**src/rtl/debounce_multi.sv**
```systemverilog
// Multi-channel debouncer: per-channel synchroniser, qualification FSM and
// registered level / rise / fall outputs. Channels share nothing but clk and reset.
module debounce_multi #(
    parameter int N_CHANNELS      = 4,
    parameter int DEBOUNCE_CYCLES = 500000,
    parameter int SYNC_STAGES     = 2
) (
    input  logic                      clk,
    input  logic                      reset_n,
    input  logic [N_CHANNELS-1:0]     noisy,
    output logic [N_CHANNELS-1:0]     debounced,
    output logic [N_CHANNELS-1:0]     rise,
    output logic [N_CHANNELS-1:0]     fall,
    output logic [2*N_CHANNELS-1:0]   state_dbg
);

    typedef enum logic [1:0] {
        STABLE_LO = 2'd0,
        PEND_HI   = 2'd1,
        STABLE_HI = 2'd2,
        PEND_LO   = 2'd3
    } state_t;

    localparam int CW = (DEBOUNCE_CYCLES > 1) ? $clog2(DEBOUNCE_CYCLES) : 1;
    localparam logic [CW-1:0] CNT_MAX = CW'(DEBOUNCE_CYCLES - 1);

    for (genvar i = 0; i < N_CHANNELS; i++) begin : g_ch
        logic [SYNC_STAGES-1:0] sync;
        logic                   s;
        state_t                 state;
        state_t                 state_nx;
        logic [CW-1:0]          cnt;
        logic [CW-1:0]          cnt_nx;
        logic                   level;
        logic                   deb_r;
        logic                   rise_r;
        logic                   fall_r;

        always_ff @(posedge clk or negedge reset_n) begin
            if (!reset_n) begin
                sync <= '0;
            end else begin
                sync <= {sync[SYNC_STAGES-2:0], noisy[i]};
            end
        end

        assign s = sync[SYNC_STAGES-1];

        always_ff @(posedge clk or negedge reset_n) begin
            if (!reset_n) begin
                state <= STABLE_LO;
                cnt   <= '0;
            end else begin
                state <= state_nx;
                cnt   <= cnt_nx;
            end
        end

        // Counter is zero everywhere except while a PEND state keeps counting.
        always_comb begin
            state_nx = state;
            cnt_nx   = '0;
            case (state)
                STABLE_LO: if (s) state_nx = PEND_HI;
                PEND_HI: begin
                    if (!s)                  state_nx = STABLE_LO;
                    else if (cnt == CNT_MAX) state_nx = STABLE_HI;
                    else                     cnt_nx   = cnt + CW'(1);
                end
                STABLE_HI: if (!s) state_nx = PEND_LO;
                PEND_LO: begin
                    if (s)                   state_nx = STABLE_HI;
                    else if (cnt == CNT_MAX) state_nx = STABLE_LO;
                    else                     cnt_nx   = cnt + CW'(1);
                end
                default: state_nx = STABLE_LO;
            endcase
        end

        assign level = (state == STABLE_HI) || (state == PEND_LO);

        // Edge pulses come from the same register stage as the level, so a
        // pulse lines up with the first cycle the new level is visible.
        always_ff @(posedge clk or negedge reset_n) begin
            if (!reset_n) begin
                deb_r  <= 1'b0;
                rise_r <= 1'b0;
                fall_r <= 1'b0;
            end else begin
                deb_r  <= level;
                rise_r <= level & ~deb_r;
                fall_r <= ~level & deb_r;
            end
        end

        assign debounced[i]       = deb_r;
        assign rise[i]            = rise_r;
        assign fall[i]            = fall_r;
        assign state_dbg[2*i +: 2] = state;
    end

endmodule

```
**config.mk**
```make
export PLATFORM = sky130hd
export DESIGN_NAME = debounce_multi
export DESIGN_NICKNAME = d
export VERILOG_FILES = /design/src/rtl/debounce_multi.sv
export SDC_FILE = /design/constraint.sdc
export NUM_CORES = 1
export LEC_CHECK = 0
export ABC_AREA = 1
export BUFFER_PORTS_ARGS = -buffer_cell sky130_fd_sc_hd__clkbuf_2
export CAP_MARGIN = 20
export CORE_MARGIN = 2
export CORE_UTILIZATION = 47
export CTS_BUF_LIST = sky130_fd_sc_hd__clkbuf_16
export CTS_CLUSTER_SIZE = 16
export DETAILED_ROUTE_END_ITERATION = 8
export PLACE_DENSITY = 0.72
export SYNTH_ARGS = -nofsm -noshare
export SYNTH_HDL_FRONTEND = slang
export SYNTH_SLANG_ARGS = --single-unit
```
**constraint.sdc**
```tcl
create_clock -name clk -period 1.6 [get_ports clk]
set_input_delay 0.32 -clock clk [delete_from_list [all_inputs] [get_ports clk]]
set_output_delay 0.32 -clock clk [all_outputs]
set_load 0.005 [all_outputs]
```
=== Word level (Yosys, flattened, before mapping) ===
Cells that the tools add are included.

* Input port bits: 6
* Logic and storage cells: 132
* Register bits: 104

* Reduce and logical (&&, ||, !) cells: 12
* Mux-type cells: 44
* Bitwise operators: 16
* Add/subtract/negate cells: 4
* Eq/ne operators: 32

{| class="wikitable"
|+ Operators by type and width
! operator !! number
|-
| $mux W19 || 12
|-
| $pmux W19 S2 || 4
|-
| $add A19 B1 Y19 const B || 4
|-
| $eq A19 B19 Y1 const B || 4
|-
| $mux W2 || 24
|-
| $pmux W2 S4 || 4
|-
| $ne A3 B3 Y1 const B || 8
|-
| $eq A2 B2 Y1 const B || 8
|-
| $ne A2 B2 Y1 const B || 8
|-
| $reduce_and A4 Y1 || 4
|-
| $and A1 B1 Y1 || 8
|-
| $eq A2 B1 Y1 const B || 4
|-
| $logic_not A2 Y1 || 4
|-
| $not A1 Y1 || 8
|-
| $logic_or A1 B1 Y1 || 4
|}

=== Logic depth before layout (Yosys ltp) ===
Gate-level depths: netlist of the first run.

* Depth after elaboration: 4
* Depth in mapped cells: 9
* Gate-level depth less buffers: 9

=== Worst setup path before layout of the first run ===
No wires, ideal clock.

* Kind: reg2reg
* Start: reg g_ch[2].cnt[0]
* End: reg g_ch[2].cnt[16]
* Slack: 0.124 ns
* Setup time: 0.123 ns
* Stages on the path, launching flop included: 10
* Path buffers: 1
* Arrival: 1.353 ns
* Cell sequence: dfrtp_1 > ha_1 > inv_1 > nor2_4 > nand3_2 > nor2_4 > nor2_4 > inv_2 > buf_6 > nor2_4

* Cells in the longest elaborated chain, start to end: 4
* Elaborated cells on any way between the ends: 6

{| class="wikitable"
|+ RTL lines
! element !! RTL line !! RTL
|-
| start: declaration || 32 || <nowiki>logic [CW-1:0] cnt;</nowiki>
|-
| start signal: assignment || 55 || <nowiki>cnt <= cnt_nx;</nowiki>
|-
| $add A19 B1 Y19 or $eq A19 B19 Y1 (tied branches) || - ||
|-
| $mux W19 * || 67, 73 ||
|-
| $mux W19, on equally long branches || 72, 66 ||
|-
| $pmux W19 S2 * || 63 || <nowiki>case (state)</nowiki>
|-
| named net g_ch[2].cnt_nx[16] || 33 || <nowiki>logic [CW-1:0] cnt_nx;</nowiki>
|}

The timed path passes the listed nets; every way through them passes the cells marked *.
A chain may end at the register's enable or synchronous reset.

=== Worst setup path in the final report of the first run ===
* Start: reg g_ch[3].cnt[0]
* End: reg g_ch[3].cnt[16]

* Cells in the longest elaborated chain, start to end: 4
* Elaborated cells on any way between the ends: 6

{| class="wikitable"
|+ RTL lines
! element !! RTL line
|-
| start: declaration || 32
|-
| start signal: assignment || 55
|-
| $add A19 B1 Y19 or $eq A19 B19 Y1 (tied branches) || -
|-
| $mux W19 * || 67, 73
|-
| $mux W19, on equally long branches || 72, 66
|-
| $pmux W19 S2 * || 63
|-
| named net g_ch[3].cnt_nx[16] || 33
|}

Marked as above.

==> impl_metrics.ini, run 1 <==
[layout]
regArea_um2 = 2603
fill_cells = 1112
multiInputGateArea_um2 = 2456
drive_above_1_share_pct = 12.25
final_net_count = 797
syn_to_final_growth_pct = 11.79
antennaDiodeCount = 0
fin_area_um2 = 6167

[timing]
hold_viol = 0
tightest_slew_ns = 0.3790
period_needed_ns = 1.459
setup-tns-final_ns = 0
slew_violations = 0
setup_viol = 0
rsz0062_at_grt = false
min_period_over_period_pct = 91.17
slew_headroom_pct = 74.73
fmax_ghz = 0.6855
finalClockSkew_ns = 0.006631

[flow_run]
maxCapViolCount = 0

[synth]
avgSynthCellArea_um2 = 7.336
yosysWarnings = 0
synthArstFlopShare_pct = 100.0
synth_nets = 762
synth_flop_cell = dfrtp_1
synthTopCellsByCount = nand2_1 (197), nor2_1 (182), dfrtp_1 (104), inv_1 (90), nand3_1 (49)
synth_cell_types = 27
synthTopCellsByArea = dfrtp_1 (47%), nand2_1 (13%), nor2_1 (12%), inv_1 (6.1%), nand3_1 (4.4%)
synth.top_cell.area_share_pct = 47.18
synth-seq-cells = 104
synth_area_leader_cell = dfrtp_1
syn_area_um2 = 5517
syn-instance-count = 752
synth.most_common_cell = nand2_1
synth-seq-area-share_pct = 47.18
synth_edf_count = 0

[hold_path]
min_to = g_ch[0].sync[0]
hold_path.class = primary input to flip-flop
hold_start = noisy[0]
whs_path_depth = 1

[floorplanning]
core_area_um2 = 11420
rows = 39
die_w_um = 112.3
die_h_um = 112.3
start_util_pct = 48.31
pin_count = 26
die_area_um2 = 12620

[route]
drt-pass1-iter-count = 5
drc = 0
dr_total_vias = 4414
ant_nets = 0
drt_wl_total_um = 10450
drt-initial-drc-count = 290
avgViaCountPerCell = 4.721
routedWlPerCell_um = 11.18

[worst_setup_path]
crit_path_end_kind = flip-flop
path_common_cell = nor2_1
path_cells = ha_2 > nand2_2 > nor2_1 > nand2_1 > nor2_1 > nand3_1 > nand2_1 > nor2_1
r2r-start = g_ch[3].cnt[0]
cp-start-kind = flip-flop
crit_cells = 8
r2r-end = g_ch[3].cnt[16]
reg2reg_slack_ns = 0.14
worstPathArrival_ns = 1.70
crit_slowest_cell = dfrtp_1
crit_required_ns = 1.84
crit_path_max_fanout = 4
rr_worst_depth = 8
crit_path_max_incr_delay_ns = 0.37
critPathBufInv = 0
crit_type = flip-flop to flip-flop
worst_path_dominant_cell_family = simple AND/OR/NAND/NOR gates

[outcome]
status = completed

[global_route]
grt_pass1_wl_um = 18300
antenna_found_initial = 0
grt_pass1_vias = 4159
overflow = 0
grt_max_degree = 41
grtUsageTotal_pct = 17.63

[placement]
dpl.hpwl_um = 7634
portBuffers = 25
placed_area_um2 = 5826
gp_congestion = 0.8763

[clock_network]
cts_buffers = 9
clkTransAtPathRegs_ns = 0.07
clockRootBuffer = clkbuf_16
cts_tree = yes
clock_sinks = 104
clk_path_buf_depth = 2
clk_latency_ns = 0.35
h-tree-depth = 3

[power]
p_leak_nw = 2.654
irDropWorstVdd_uv = 740.9
power_density_nw_per_um2 = 793.1
[how the worst max path moves through the flow]
stage	to	slack, ns	startpoint
global route	g_ch[3].cnt[8]	0.009	g_ch[3].cnt[0]
floorplan	g_ch[2].cnt[16]	0.12	g_ch[2].cnt[0]
finish	g_ch[3].cnt[16]	0.14	g_ch[3].cnt[0]
CTS	g_ch[0].cnt[10]	0.02	g_ch[0].cnt[0]
detailed placement	g_ch[1].cnt[17]	0.05	g_ch[1].cnt[0]
global placement	g_ch[1].cnt[13]	0.07	g_ch[1].cnt[0]
[cell type report]
type,count,share of cell area [%]
multi-input combinational,535,39.83
tap,143,2.901
clock buffer,9,3.652
timing repair buffer,45,4.950
inverter,92,5.721
sequential,104,42.20
clock inverter,7,0.7507
[cells in the final DEF (no fill, tap or decap), types with 2 or more instances in the layout]
cell / Yosys / routed
clkbuf_2: 0 / 24
nor3b_1: 2 / 2
o21ai_0: 12 / 12
a21boi_0: 2 / 2
ha_1: 4 / 3
nor2_2: 15 / 22
clkinvlp_4: 0 / 2
inv_1: 90 / 90
xnor2_1: 7 / 7
o21bai_1: 2 / 2
nor2_1: 182 / 174
inv_6: 0 / 2
nor3_1: 15 / 14
buf_12: 0 / 2
nand3_1: 49 / 49
xor2_1: 18 / 18
nand2_2: 1 / 3
clkbuf_16: 0 / 9
a21oi_1: 12 / 12
clkinv_2: 0 / 2
nand2_1: 197 / 195
nor2_4: 6 / 7
buf_4: 14 / 18
nand4_1: 7 / 7
dfrtp_1: 104 / 104
[flip-flops by register name (all words and copies together) (netlist names), named ones only]
register     cells
g_ch.rise_r      4
g_ch.fall_r      4
g_ch.sync        8
g_ch.state       4
g_ch.deb_r       4
g_ch.cnt        76
[through the flow]
step	cells	setup WS, ns	util, %	hold slack, ns	total power [W]
floorplan	752	0.1240	-	0.02441	0.002795
global placement	916	0.07228	51.02	0.2712	0.002896
detailed placement	916	0.04565	51.02	0.2732	0.002899
global route	935	0.008560	54.01	0.05806	0.005107
CTS	933	0.02360	53.48	0.05873	0.004962
finish	935	0.1412	54.01	0.06880	0.004891
[cell families (layout without fill, tap and decap cells)]
logic type	Yosys count	count (layout)	synth area share [%]
compound gates	28	28	2.722
xor+xnor	25	25	3.969
fa+ha+maj	4	4	0.9073
buf+inv	113	153	8.982
flops	104	104	47.18
simple gates	478	478	36.24
[what timing repair did]
item / 4_1_cts / 5_1_grt
endpoints found under the setup margin: 0 / 51
hold endpoints to repair: 23 / 0
setup buffers: 0 / 2
hold buffers: 1 / 0
gates resized for setup: 0 / 17
[where the power goes]
group	switching (W)	total (W)	internal [W]	leakage, nW
Combinational	0.000122	0.000180	0.0000583	1.10
Sequential	0.0000182	0.00267	0.00265	1.42
Clock	0.000989	0.00204	0.00105	0.129
[routing by layer]
layer	vias to the layer above	wire [um]	part of all wire [%]	global-route usage, %
met5	-	0	0	0
met1	1954	5221	50	23.75
met3	15	453	4.3	5.346
li1	2364	-	-	-
met4	0	140	1.3	4.146
met2	81	4636	44	28.27
Note: power is estimated with default switching activity, not from simulation.
==> run 2: changes to the inputs <==
--- a/config.mk
+++ b/config.mk
@@ -14,6 +14,7 @@
 export CTS_CLUSTER_SIZE = 16
 export DETAILED_ROUTE_END_ITERATION = 8
 export PLACE_DENSITY = 0.72
+export RECOVER_POWER = 50
 export SYNTH_ARGS = -nofsm -noshare
 export SYNTH_HDL_FRONTEND = slang
 export SYNTH_SLANG_ARGS = --single-unit
==> run 2 against run 1 <==
  * First-iteration DRC count rose by 8.6%
  * Sequential cell count did not move
  * Setup slack improved by 0.0016 ns
  * Sequential power barely moved
  * Worst hold slack barely moved
  * Cell area fell by 0.57%
  * Cell count did not move
  * Die area did not move
  * Critical path type unchanged
  * Critical endpoint unchanged
  * Largest power group unchanged
==> impl_metrics.ini, run 2 (synthesis results as in run 1) <==
[floorplanning]
core_area_um2 = 11420
start_util_pct = 48.31
die_h_um = 112.3
pin_count = 26
die_w_um = 112.3
die_area_um2 = 12620
rows = 39

[worst_setup_path]
crit_path_end_kind = flip-flop
r2r-end = g_ch[3].cnt[16]
r2r-start = g_ch[3].cnt[0]
crit_start = g_ch[3].cnt[0]
worstPathArrival_ns = 1.70
crit_type = flip-flop to flip-flop
rr_worst_depth = 8
reg2reg_slack_ns = 0.14
crit_required_ns = 1.84
cp-start-kind = flip-flop
crit_path_max_fanout = 4

[layout]
top_regs = g_ch.cnt: 76 flops, g_ch.sync: 8 flops
top_register = g_ch.cnt
antennaDiodeCount = 0
largest_reg_flops = 76
final_net_count = 797
utilization_pct = 53.70
final_cell_mix = nand2_1 (195), nor2_1 (174), dfrtp_1 (104)
drive_above_1_share_pct = 11.87
syn_to_final_growth_pct = 11.16
final_common_cell = nand2_1

[route]
drc = 0
avgViaCountPerCell = 4.745
routedWlPerCell_um = 11.18
drt_wl_total_um = 10450
ant_nets = 0
dr_total_vias = 4437
drt-pass1-iter-count = 5
drt-initial-drc-count = 315

[outcome]
status = completed

[power]
p_leak_nw = 2.634
power_density_nw_per_um2 = 796.2
irDropWorstVdd_uv = 737.8
finalPower_w = 0.004883

[timing]
min_period_over_period_pct = 91.07
setup-tns-final_ns = 0
tightest_slew_ns = 0.6683
rsz0062_at_grt = false
finalClockSkew_ns = 0.006923
slew_violations = 0
setup_viol = 0
period_needed_ns = 1.457
fin_hold_ws_ns = 0.06846
hold_viol = 0
slew_headroom_pct = 55.45
fmax_ghz = 0.6863

[hold_path]
hold_path.class = primary input to flip-flop
min_to = g_ch[0].sync[0]
hold_start = noisy[0]
whs_path_depth = 1

[placement]
portBuffers = 25
dpl.hpwl_um = 7634
gp_congestion = 0.8763

[global_route]
grt_pass1_wl_um = 18300
grt_pass1_vias = 4159
antenna_found_initial = 0
grtUsageTotal_pct = 17.63
grt_max_degree = 41
overflow = 0

[clock_network]
clk_latency_ns = 0.35
clk_path_buf_depth = 2
cts_buffers = 9
clkTransAtPathRegs_ns = 0.07
cts_tree = yes
h-tree-depth = 3
clock_sinks = 104
clockRootBuffer = clkbuf_16

[flow_run]
maxCapViolCount = 0
==> run 2: changes by cell type in the layout (fill, tap and decap cells not counted), sizes merged <==
cell    before  now
clkbuf      33   37
buf         20   16
==> run 2: cell type report <==
cell class,count,area [um2]
multi-input combinational,535,2456
timing repair buffer,45,270.3
clock inverter,7,46.29
tap,143,178.9
sequential,104,2603
fill,1117,5286
inverter,92,352.8
clock buffer,9,225.2
==> run 2: stage by stage <==
step | worst slack, ns | std cells | instance area, um2
2_1_floorplan | 0.1240 | 752 | 5517
3_3_place_gp | 0.07228 | 916 | 5826
3_5_place_dp | 0.04565 | 916 | 5826
4_1_cts | 0.02360 | 933 | 6107
5_1_grt | 0.008560 | 935 | 6132
6_report | 0.1428 | 935 | 6132
==> run 2: where the power goes <==
group | leakage (nW) | total [W] | internal (W) | switching, W
logic | 1.08 | 0.000170 | 0.0000495 | 0.000120
registers | 1.42 | 0.00267 | 0.00265 | 0.0000182
clock network | 0.129 | 0.00204 | 0.00105 | 0.000990
==> run 2: how the worst max path moves through the flow <==
| stage | cells after the start | endpoint | slack (ns) |
|---|---|---|---|
| after floorplan | 9 | g_ch[2].cnt[16] | 0.12 |
| after global placement | 8 | g_ch[1].cnt[13] | 0.07 |
| after detailed placement | 8 | g_ch[1].cnt[17] | 0.05 |
| after CTS | 8 | g_ch[0].cnt[10] | 0.02 |
| after global routing | 9 | g_ch[3].cnt[8] | 0.009 |
| final | 8 | g_ch[3].cnt[16] | 0.14 |
==> run 2: per-layer routing <==
| layer | share of wire [%] | vias to the layer above | GRT usage [%] |
|---|---|---|---|
| met1 | 50 | 1970 | 23.75 |
| met2 | 45 | 86 | 28.27 |
| met5 | 0 | - | 0 |
| li1 | - | 2366 | - |
| met4 | 1.3 | 0 | 4.146 |
| met3 | 4.5 | 15 | 5.346 |
==> run 2: critical path, stage by stage (launching register included) <==
cell and delay [ns]:
dfrtp_1 0.37, ha_2 0.23, nand2_2 0.08, nor2_1 0.16
nand2_1 0.14, nor2_1 0.15, nand3_1 0.10, nand2_1 0.07
nor2_1 0.03
==> run 2: timing repair <==
item	CTS	global route
hold buffers	1	0
buffers inserted	0	2
gates resized for setup	0	17
endpoints found under the hold margin	23	0
setup endpoints to repair	0	51
==> run 3: changes to the inputs <==
==> constraint.sdc (replaced) <==
create_clock -name clk -period 1.37 [get_ports clk]
set_input_delay 0.274 -clock clk [delete_from_list [all_inputs] [get_ports clk]]
set_output_delay 0.274 -clock clk [all_outputs]
set_load 0.005 [all_outputs]
==> run 3 against run 2 <==
  * The run now ends with setup timing left
  * Total power is 19% higher
  * Worst hold slack worse by 0.050 ns
  * Wire length is 30% higher
  * First-iteration DRC count is 27% higher
  * Cell area is 17% higher
  * Largest power group unchanged
  * Highest routed layer unchanged
==> impl_metrics.ini, run 3 (synthesis results as in run 1) <==
[outcome]
status = finished, violations left
violations = setup timing

[layout]
syn_to_final_growth_pct = 30.35
top_register = g_ch.cnt
antennaDiodeCount = 0
largest_reg_flops = 76
final_common_cell = nand2_1
utilization_pct = 62.97
final_cell_mix = nand2_1 (165), nor2_1 (124), dfrtp_1 (91)
final_net_count = 846
top_regs = g_ch.cnt: 76 flops, g_ch.sync: 8 flops
drive_above_1_share_pct = 31.75

[clock_network]
cts_tree = yes
clk_path_buf_depth = 2
h-tree-depth = 3
clockRootBuffer = clkbuf_16
clk_latency_ns = 0.36
clock_sinks = 104
cts_buffers = 9
clkTransAtPathRegs_ns = 0.07

[timing]
tightest_slew_ns = 0.4812
rsz0062_at_grt = true
fmax_ghz = 0.6941
min_period_over_period_pct = 105.2
hold_viol = 0
setup_viol = 43
slew_headroom_pct = 67.92
slew_violations = 0
setup_slack_ns = -0.07080
finalClockSkew_ns = 0.006780
period_needed_ns = 1.441

[floorplanning]
start_util_pct = 48.31
die_area_um2 = 12620
core_area_um2 = 11420
die_w_um = 112.3
pin_count = 26
rows = 39
die_h_um = 112.3

[global_route]
grtUsageTotal_pct = 20.07
grt_pass1_vias = 4669
antenna_found_initial = 0
grt_max_degree = 42
overflow = 0
grt_pass1_wl_um = 20640

[hold_path]
whs_path_depth = 1
hold_path.class = primary input to flip-flop
min_to = g_ch[0].sync[0]
hold_start = noisy[0]

[placement]
gp_congestion = 0.8995
pre_cts_slack_ns = -0.1360
dpl.hpwl_um = 8484
portBuffers = 25

[power]
power.internal_w = 0.004455
irDropWorstVdd_uv = 1039
pwr-share-comb_pct = 5.4
p_leak_nw = 3.031
power_density_nw_per_um2 = 811.2
switching_share_pct = 23.63
p_clk_share_pct = 41.0
p_seq_share_pct = 53.6
switching_power_w = 0.001378

[worst_setup_path]
crit_slowest_cell = dfrtp_1
critPathBufInv = 2
crit_required_ns = 1.10
crit_path_max_incr_delay_ns = 0.36
rr_worst_depth = 9
reg2reg_slack_ns = -0.07
worstPathArrival_ns = 1.17
cp-start-kind = flip-flop
crit_path_end_kind = output pin
crit_path_max_fanout = 5
crit_type = flip-flop to output pin
r2r-start = g_ch[2].cnt[0]
path_cells = clkbuf_1 > clkbuf_2
r2r-end = g_ch[2].cnt[6]
worst_path_dominant_cell_family = buffers and inverters

[route]
drt_wl_total_um = 13560
drt-initial-drc-count = 401
dr_total_vias = 5039
ant_nets = 0
drt-pass1-iter-count = 5
avgViaCountPerCell = 5.121
routedWlPerCell_um = 13.78
drc = 0

[flow_run]
maxCapViolCount = 0
==> run 3: cell count changes in the layout (fill, tap and decap cells not counted), sizes merged <==
| cell | change |
|---|---|
| buf | +44 |
| clkbuf | +4 |
| clkinv | +3 |
| clkinvlp | -1 |
| inv | -1 |
==> run 3: power by group through the flow <==
stage | Combinational [W] | Sequential, W | Clock [W]
floorplan | 0.0000907 | 0.00318 | 0
CTS | 0.000258 | 0.00312 | 0.00245
detailed placement | 0.000240 | 0.00318 | 0
global placement | 0.000235 | 0.00318 | 0
finish | 0.000317 | 0.00313 | 0.00239
global route | 0.000352 | 0.00313 | 0.00260
==> run 3: area by class of cell <==
cell class	instances	area [um2]
Fill cell	934	4228
Timing Repair Buffer	93	750.7
Clock inverter	7	48.80
Timing Repair inverter	1	11.26
Inverter	92	355.3
Tap cell	143	178.9
Clock buffer	9	225.2
Sequential cell	104	2619
Multi-Input combinational cell	535	3002
==> run 3: through the flow <==
step	instance area (um2)	power [W]	setup TNS [ns]	hold WS (ns)	cells
2_1_floorplan	5558	0.003270	-0.04739	-0.02159	752
3_3_place_gp	6118	0.003413	-1.269	0.1596	945
3_5_place_dp	6118	0.003421	-2.980	0.1598	945
4_1_cts	6525	0.005831	-0.1556	0.006975	965
5_1_grt	7191	0.006076	-8.259	0.005122	984
6_report	7191	0.005833	-1.274	0.01799	984
==> run 3: how the worst max path moves through the flow <==
stage                                  to  slack (ns)  depth (start not counted)
after floorplan           g_ch[2].cnt[16]       -0.01                          9
after global placement    g_ch[1].cnt[18]       -0.10                          8
after detailed placement  g_ch[1].cnt[16]       -0.14                          8
after CTS                  g_ch[2].cnt[5]       -0.02                          9
after global routing       g_ch[2].cnt[6]       -0.16                          9
final                        state_dbg[5]       -0.07                          2
==> run 3: layer usage <==
layer,wire (um),vias up,track usage (%)
met2,6838,125,32.65
met4,372,0,9.350
met5,0,-,0
met1,5853,2421,25.91
li1,-,2458,-
met3,498,35,4.104
==> run 3: repair_timing <==
item,CTS,global route
cloned,0,3
gates resized for setup,28,166
endpoints found under the setup margin,56,83
hold endpoints to repair,14,0
pin swaps,6,38
hold buffers,1,0
setup buffers,3,17
